===== config.mk =====
export PLATFORM = sky130hd
export DESIGN_NAME = uwire_rx_monitor
export DESIGN_NICKNAME = d
export VERILOG_FILES = /design/src/rtl/uwire_rx_monitor.sv
export SDC_FILE = /design/constraint.sdc
export NUM_CORES = 1
export LEC_CHECK = 0
export CAP_MARGIN = 15
export CORE_AREA = 5 5 428 430
export CTS_CLUSTER_SIZE = 10
export DETAILED_ROUTE_END_ITERATION = 8
export DIE_AREA = 0 0 433 435
export REMOVE_ABC_BUFFERS = 1
export SLEW_MARGIN = 20
export SYNTH_ARGS = -nofsm -noshare
export SYNTH_HDL_FRONTEND = slang
export SYNTH_SLANG_ARGS = --single-unit

===== constraint.sdc =====
create_clock -name CLK -period 5.8 [get_ports CLK]
set_input_delay 0.87 -clock CLK [delete_from_list [all_inputs] [get_ports CLK]]
set_output_delay 0.87 -clock CLK [all_outputs]
set_load 0.01 [all_outputs]

===== src/rtl/uwire_rx_monitor.sv =====
// uwire_rx_monitor: MICROWIRE frame receiver with shadow register file, readback and frame/error counters
module uwire_rx_monitor #(
  parameter int REG_SIZE    = 32,
  parameter int ADDR_BITS   = 5,
  parameter int NUM_REGS    = 32,
  parameter int SYNC_STAGES = 2
) (
  input  logic                 CLK,
  input  logic                 rst_n,
  input  logic                 CLKuWire,
  input  logic                 DATAuWire,
  input  logic                 LEuWire,
  output logic [REG_SIZE-1:0]  word,
  output logic                 word_valid,
  output logic                 frame_err,
  output logic [15:0]          frame_cnt,
  output logic [7:0]           err_cnt,
  input  logic [ADDR_BITS-1:0] rd_addr,
  output logic [REG_SIZE-1:0]  rd_data
);
  typedef enum logic [1:0] {IDLE, SHIFT, FULL, OVER} state_t;
  localparam logic [5:0] FULL_CNT = 6'(REG_SIZE);
  state_t st, st_a, st_n;
  logic [SYNC_STAGES-1:0] clk_s, dat_s, le_s;
  logic clk_h, le_h, clk_rise, le_rise, shift, commit, err;
  logic [5:0] bitcnt, cnt_a, cnt_n;
  logic [REG_SIZE-1:0] shreg, shreg_n;
  logic [REG_SIZE-1:0] shadow [NUM_REGS];
  logic [ADDR_BITS-1:0] waddr;
  assign clk_rise = clk_s[SYNC_STAGES-1] & ~clk_h;
  assign le_rise  = le_s[SYNC_STAGES-1] & ~le_h;
  assign waddr    = shreg_n[ADDR_BITS-1:0];
  // bring the asynchronous uWire pins into CLK and keep one cycle of history for edge detection
  always_ff @(posedge CLK) begin
    if (!rst_n) begin
      clk_s <= '0;
      dat_s <= '0;
      le_s  <= '0;
      clk_h <= 1'b0;
      le_h  <= 1'b0;
    end else begin
      clk_s <= {clk_s[SYNC_STAGES-2:0], CLKuWire};
      dat_s <= {dat_s[SYNC_STAGES-2:0], DATAuWire};
      le_s  <= {le_s[SYNC_STAGES-2:0], LEuWire};
      clk_h <= clk_s[SYNC_STAGES-1];
      le_h  <= le_s[SYNC_STAGES-1];
    end
  end
  // clock edge is applied first, then the latch edge judges the resulting state
  always_comb begin
    shift   = clk_rise && (st == IDLE || st == SHIFT);
    cnt_a   = shift ? bitcnt + 6'd1 : bitcnt;
    shreg_n = shift ? {shreg[REG_SIZE-2:0], dat_s[SYNC_STAGES-1]} : shreg;
    st_a    = !clk_rise ? st : (st == FULL || st == OVER) ? OVER : (cnt_a == FULL_CNT) ? FULL : SHIFT;
    commit  = le_rise && st_a == FULL;
    err     = le_rise && (st_a == SHIFT || st_a == OVER);
    st_n    = le_rise ? IDLE : st_a;
    cnt_n   = le_rise ? 6'd0 : cnt_a;
  end
  // frame state, shifter, committed word, pulses and counters
  always_ff @(posedge CLK) begin
    if (!rst_n) begin
      st         <= IDLE;
      bitcnt     <= '0;
      shreg      <= '0;
      word       <= '0;
      word_valid <= 1'b0;
      frame_err  <= 1'b0;
      frame_cnt  <= '0;
      err_cnt    <= '0;
    end else begin
      st         <= st_n;
      bitcnt     <= cnt_n;
      shreg      <= shreg_n;
      word       <= commit ? shreg_n : word;
      word_valid <= commit;
      frame_err  <= err;
      frame_cnt  <= commit ? frame_cnt + 16'd1 : frame_cnt;
      err_cnt    <= (err && err_cnt != 8'hFF) ? err_cnt + 8'd1 : err_cnt;
    end
  end
  // shadow file written on commit for in-range addresses; readback registered
  always_ff @(posedge CLK) begin
    if (!rst_n) begin
      for (int i = 0; i < NUM_REGS; i++) shadow[i] <= '0;
      rd_data <= '0;
    end else begin
      if (commit && 32'(waddr) < NUM_REGS) shadow[waddr] <= shreg_n;
      rd_data <= (32'(rd_addr) < NUM_REGS) ? shadow[rd_addr] : '0;
    end
  end
endmodule


==> out/qor.txt, run 1 <==
Die area = 188000 sq um
DRC errors left = 0
LEAKAGE = 17.4 nW
Synthesized area per cell = 15.1 sq um
Status = completed
DR vias = 30000
Logic pwr share = 0.065
Crit path capture type = register
Slowest stage delay, CP = 0.66 ns
GR Overflow Total = 0
TritonCTS Sinks = 1162
H-tree depth = 4
Wire per inst = 24.0 um
Iteration-0 DRC count of the detailed router = 3064
Layout cells sized above 1 = 0.205
Crit path time final = 3.99 ns
Top FF cell, synth = edfxtp_1
Num CTS Buffers = 136
Sw Ratio = 0.218
Clk network pwr share = 0.419
Post-Syn Instances = 3294
Total routed wirelength = 139000 um
Worst-Margin Slew = 1.05 ns
Final period util = 0.688
Area of the core = 179000 sq um
Post-synth ARST share = 0
Inserted Diodes = 0
CP most frequent cell = buf_4
MaxCap Viol Count = 0
Flop pwr share = 0.516
Crit path kind = register to register
EDFF count, synth = 1024
Fin. Hold Viols = 0
DIE WIDTH = 433 um
P_int = 14.5 mW
Setup TNS = 0 ns
CP Cell Sequence = ha_1 > nor4bb_1 > or3_1 > o2bb2ai_1 > nor3_4 > o211ai_4 > buf_4 > buf_4 > nor3_1
All-Layer GR Usage = 0.145
Max transition margin = 0.303
RSZ-0062 raised after global routing = no
Clk Latency, worst-skew pair = 0.74 ns
Commonest cells after routing, fill and taps aside = 1024 x edfxtp_1, 835 x nor3_1, 320 x mux4_2, 216 x nor2_1, 140 x clkbuf_16
PortBufs = 99
Initial antenna violation count = 9
Die Span Y = 435 um
Switch Pwr = 4.06 mW
Critical Path Fanout Max = 56
Max IR drop VDD = 225 uV
Post-Syn Area = 49700 sq um
CTS max path bufs = 3
Synth Register Bits = 1162
Clk slew on worst S/H paths = 0.06 ns
First-pass GRT wire length = 207000 um
Max Fclk = 250 MHz
Post-detail-place hpwl = 85000 um
Vias per cell = 5.17
CTS tree = done
Synth cell types = 46
RePlAce Congestion = 0.782
Post-synthesis sequential area ratio = 0.674
Max Slew Vio Count = 0
Largest net degree at the start of global routing = 126
Crit-path leading delay family = buffers and inverters
Post-route ant nets = 0
Worst path slowest cell = o211ai_4
Total power = 18.6 mW
Critical path startpoint category = register
Area growth, synth to finish = 17.7%
Yosys Warn Count = 0
Root Buffer = clkbuf_16
Top Ports = 100
# setup viols final = 0
Vias in the first global route = 30000
Clock Skew = 0.0167 ns
Commonest non-fill, non-tap cell in the layout = edfxtp_1
Final nets = 3362
Worst EP required = 6.24 ns
Pwr dens = 317 nW/um^2
Site Rows = 156
HP Class = register to register
Post-CTS Setup Inserts = 0
CTS-repair resized insts = 0
WP data arrival = 4.43 ns
# hold bufs at CTS = 0
Crit path buffers/inverters = 2
Initial core utilization = 0.277
Drt first pass iters = 5
-- through the flow --
stage,area [sq um],hold WS (ns),utilization,setup WS (ns),std cells
2_1_floorplan,48400,0.412,-,-11.53,2969
3_3_place_gp,54500,0.421,0.304,1.89,5577
3_5_place_dp,54600,0.423,0.305,1.83,5581
4_1_cts,58500,0.435,0.326,1.82,5797
5_1_grt,58500,0.447,0.326,1.56,5797
6_report,58500,0.432,0.326,1.81,5797
-- power by group through the flow --
stage          sequential (mW)  clock (mW)  combinational, mW
2_1_floorplan             9.76           0              0.593
3_3_place_gp              9.75           0               1.20
3_5_place_dp              9.77           0               1.22
4_1_cts                   9.60        7.92               1.22
5_1_grt                   9.63        8.28               1.26
6_report                  9.60        7.79               1.20
-- metal layers --
metal,wire (um),track usage
met1,57900,0.202
met4,3290,0.0390
met2,66400,0.230
met3,11200,0.0331
met5,89,0
-- worst paths after layout --
| check | startpoint | to | slack (ns) | cells past startpoint |
|---|---|---|---|---|
| max reg2reg | bitcnt[0]$_SDFF_PP0_ | shadow[14][21]$_SDFFCE_PN0P_ | 1.81 | 9 |
| min reg2reg | le_s[0]$_SDFF_PN0_ | le_s[1]$_SDFF_PN0_ | 0.43 | 1 |
| max | bitcnt[0]$_SDFF_PP0_ | shadow[14][21]$_SDFFCE_PN0P_ | 1.81 | 9 |
| min | le_s[0]$_SDFF_PN0_ | le_s[1]$_SDFF_PN0_ | 0.43 | 1 |
-- sequential cells by signal, summed over array words and instances, names as in the netlist --
register    flops
bitcnt          6
word_valid      1
word           32
rd_data        32
le_s            2
dat_s           2
le_h            1
frame_cnt      16
clk_h           1
err_cnt         8
shreg          32
st              2
shadow       1024
frame_err       1
clk_s           2
-- area by class of cell --
cell class / count / area [sq um]
Fill cell: 17200 / 121000
Sequential cell: 1162 / 33500
Multi-Input combinational cell: 1806 / 15700
Clock buffer: 204 / 3780
Tap cell: 2370 / 2970
Timing Repair Buffer: 242 / 2410
Clock inverter: 12 / 143
Inverter: 1 / 6.26
-- synthesized netlist by cell type, types with 4 or more instances --
cell type	number	area, sq um
mux4_2	320	7210
a211oi_1	29	218
buf_1	42	158
o21ai_1	4	20.0
and3_1	9	56.3
nand2_1	45	169
o22ai_1	4	25.0
and4_1	5	43.8
buf_2	60	300
nor2_1	217	815
nand3_1	9	45.0
nor3_1	836	4180
mux2i_1	75	751
or3_1	8	50.1
a21oi_1	17	85.1
nand2b_1	44	275
dfxtp_1	138	2760
clkbuf_1	302	1130
o21ai_0	50	250
edfxtp_1	1024	30700
o211ai_1	7	52.6
nand4_1	5	31.3
xnor2_1	4	35.0
and2_1	10	62.6
-- cell families after synthesis --
kind of cell	synth area share
AO/OA/AOI/OAI	0.0150
XOR/XNOR	0.00106
adder cells (fa/ha/maj)	0.000755
buffers and inverters	0.0321
flip-flops	0.674
multiplexers	0.160
other	0.0000754
AND/OR/NAND/NOR	0.117
Power figures use the tool's default switching activity.
==> run 2, diff against run 1 <==
clock period = 3.8 ns   (was 5.8 ns; I/O delays follow)
==> out/qor.txt, run 2 (synthesized netlist as in run 1, its figures left out) <==
Footprint of the multi-input gates = 15700 sq um
Post-detail-place hpwl = 85900 um
Placed Instances = 5644
Worst Setup SP = bitcnt[0]$_SDFF_PP0_
Commonest non-fill, non-tap cell in the layout = edfxtp_1
Max FFs per register = 1024
Critical path startpoint category = register
Largest reg by FF count = shadow
DIE WIDTH = 433 um
DR vias = 30300
Final nets = 3425
Worst EP required = 4.23 ns
HP Start = rst_n
P_int = 22.4 mW
LEAKAGE = 18.0 nW
Reg2reg start = bitcnt[0]$_SDFF_PP0_
Flop pwr share = 0.513
Slowest stage delay, CP = 0.47 ns
Initial core utilization = 0.277
Top Ports = 100
Max Fclk = 288 MHz
Max Slew Vio Count = 0
Setup TNS = 0 ns
Register Area = 33500 sq um
CTS max path bufs = 3
GR Overflow Total = 0
Wire per inst = 24.4 um
RSZ-0062 raised after global routing = no
Initial antenna violation count = 2
# hold bufs at CTS = 0
Status = completed
# setup viols final = 0
First-pass GRT wire length = 212000 um
Site Rows = 156
H-tree depth = 4
Clk Latency, worst-skew pair = 0.75 ns
Max transition margin = 0.327
Pwr dens = 478 nW/um^2
Root Buffer = clkbuf_16
Crit-path leading delay family = buffers and inverters
Die Span Y = 435 um
Crit path time final = 3.48 ns
Vias per cell = 5.16
Area growth, synth to finish = 20.2%
Area of the core = 179000 sq um
Vias in the first global route = 31000
Total routed wirelength = 143000 um
Clk slew on worst S/H paths = 0.06 ns
CP most frequent cell = buf_4
Largest net degree at the start of global routing = 100
TritonCTS Sinks = 1162
DRC errors left = 0
CTS-repair resized insts = 0
Critical Path Fanout Max = 12
Crit path kind = register to register
Num CTS Buffers = 136
Commonest cells after routing, fill and taps aside = 1024 x edfxtp_1, 835 x nor3_1, 320 x mux4_2, 216 x nor2_1, 142 x clkbuf_16
Crit path buffers/inverters = 4
Clock Skew = 0.0300 ns
Post-route ant nets = 0
Final period util = 0.915
Sw Ratio = 0.216
Crit path capture type = register
Post-CTS Setup Inserts = 0
MaxCap Viol Count = 0
CP Cell Sequence = ha_1 > nor4bb_1 > buf_4 > nand4_1 > o2bb2ai_1 > nor3_4 > buf_4 > o21ai_2 > buf_4 > o21ai_4 > buf_12
Inserted Diodes = 0
RePlAce Congestion = 0.781
Worst-Margin Slew = 1.01 ns
Post-Layout Cell Count = 5871
Layout cells sized above 1 = 0.219
HP Class = primary input to register
CTS tree = done
Worst path slowest cell = dfxtp_1
Max IR drop VDD = 343 uV
Logic pwr share = 0.068
PortBufs = 99
Drt first pass iters = 6
Switch Pwr = 6.18 mW
FILL cells = 17100
Clk network pwr share = 0.420
Iteration-0 DRC count of the detailed router = 3119
Die area = 188000 sq um
All-Layer GR Usage = 0.150
Fin. Hold Viols = 0
WP data arrival = 3.91 ns
[run 2: power by group through the flow]
stage                     combinational (mW)  clock [mW]  sequential (mW)
final                                   1.93        12.0             14.6
after global routing                    2.03        12.8             14.7
after CTS                               1.96        12.2             14.6
after detailed placement                1.96           0             14.9
after global placement                  1.96           0             14.9
after floorplan                        0.905           0             14.9
[run 2: tightest hold or removal path, stage by stage]
cell and delay (ns):
buf_4 0.16, inv_4 0.06, a21oi_1 0.11
[run 2: worst paths after layout]
kind	end	cells after the start	slack, ns
max	shadow[17][3]$_SDFFCE_PN0P_	11	0.32
min	shreg[1]$_SDFF_PN0_	3	0.22
max reg2reg	shadow[17][3]$_SDFFCE_PN0P_	11	0.32
min reg2reg	le_s[1]$_SDFF_PN0_	1	0.43
[run 2: layout make-up]
type / count / share of cell area
clock inverter: 13 / 0.00278
tap: 2370 / 0.0496
multi-input combinational: 1806 / 0.263
timing repair buffer: 305 / 0.0598
sequential: 1162 / 0.560
inverter: 1 / 0.000105
clock buffer: 214 / 0.0641
[run 2: per-stage QoR]
stage               cell area [sq um]  hold slack [ns]  total power [mW]  setup slack (ns)  utilization
floorplan                       48400            0.412              15.8            -13.53            -
global placement                55800            0.417              16.8             0.233        0.311
detailed placement              55800            0.428              16.9             0.370        0.311
CTS                             59800            0.173              28.8             0.338        0.333
global route                    59800            0.206              29.5             0.172        0.333
finish                          59800            0.223              28.6             0.324        0.333
[run 2: routing by layer]
layer,global-route usage,wire (um)
met1,0.191,54600
met2,0.255,72600
met3,0.0316,11500
met4,0.0512,4360
met5,0,17
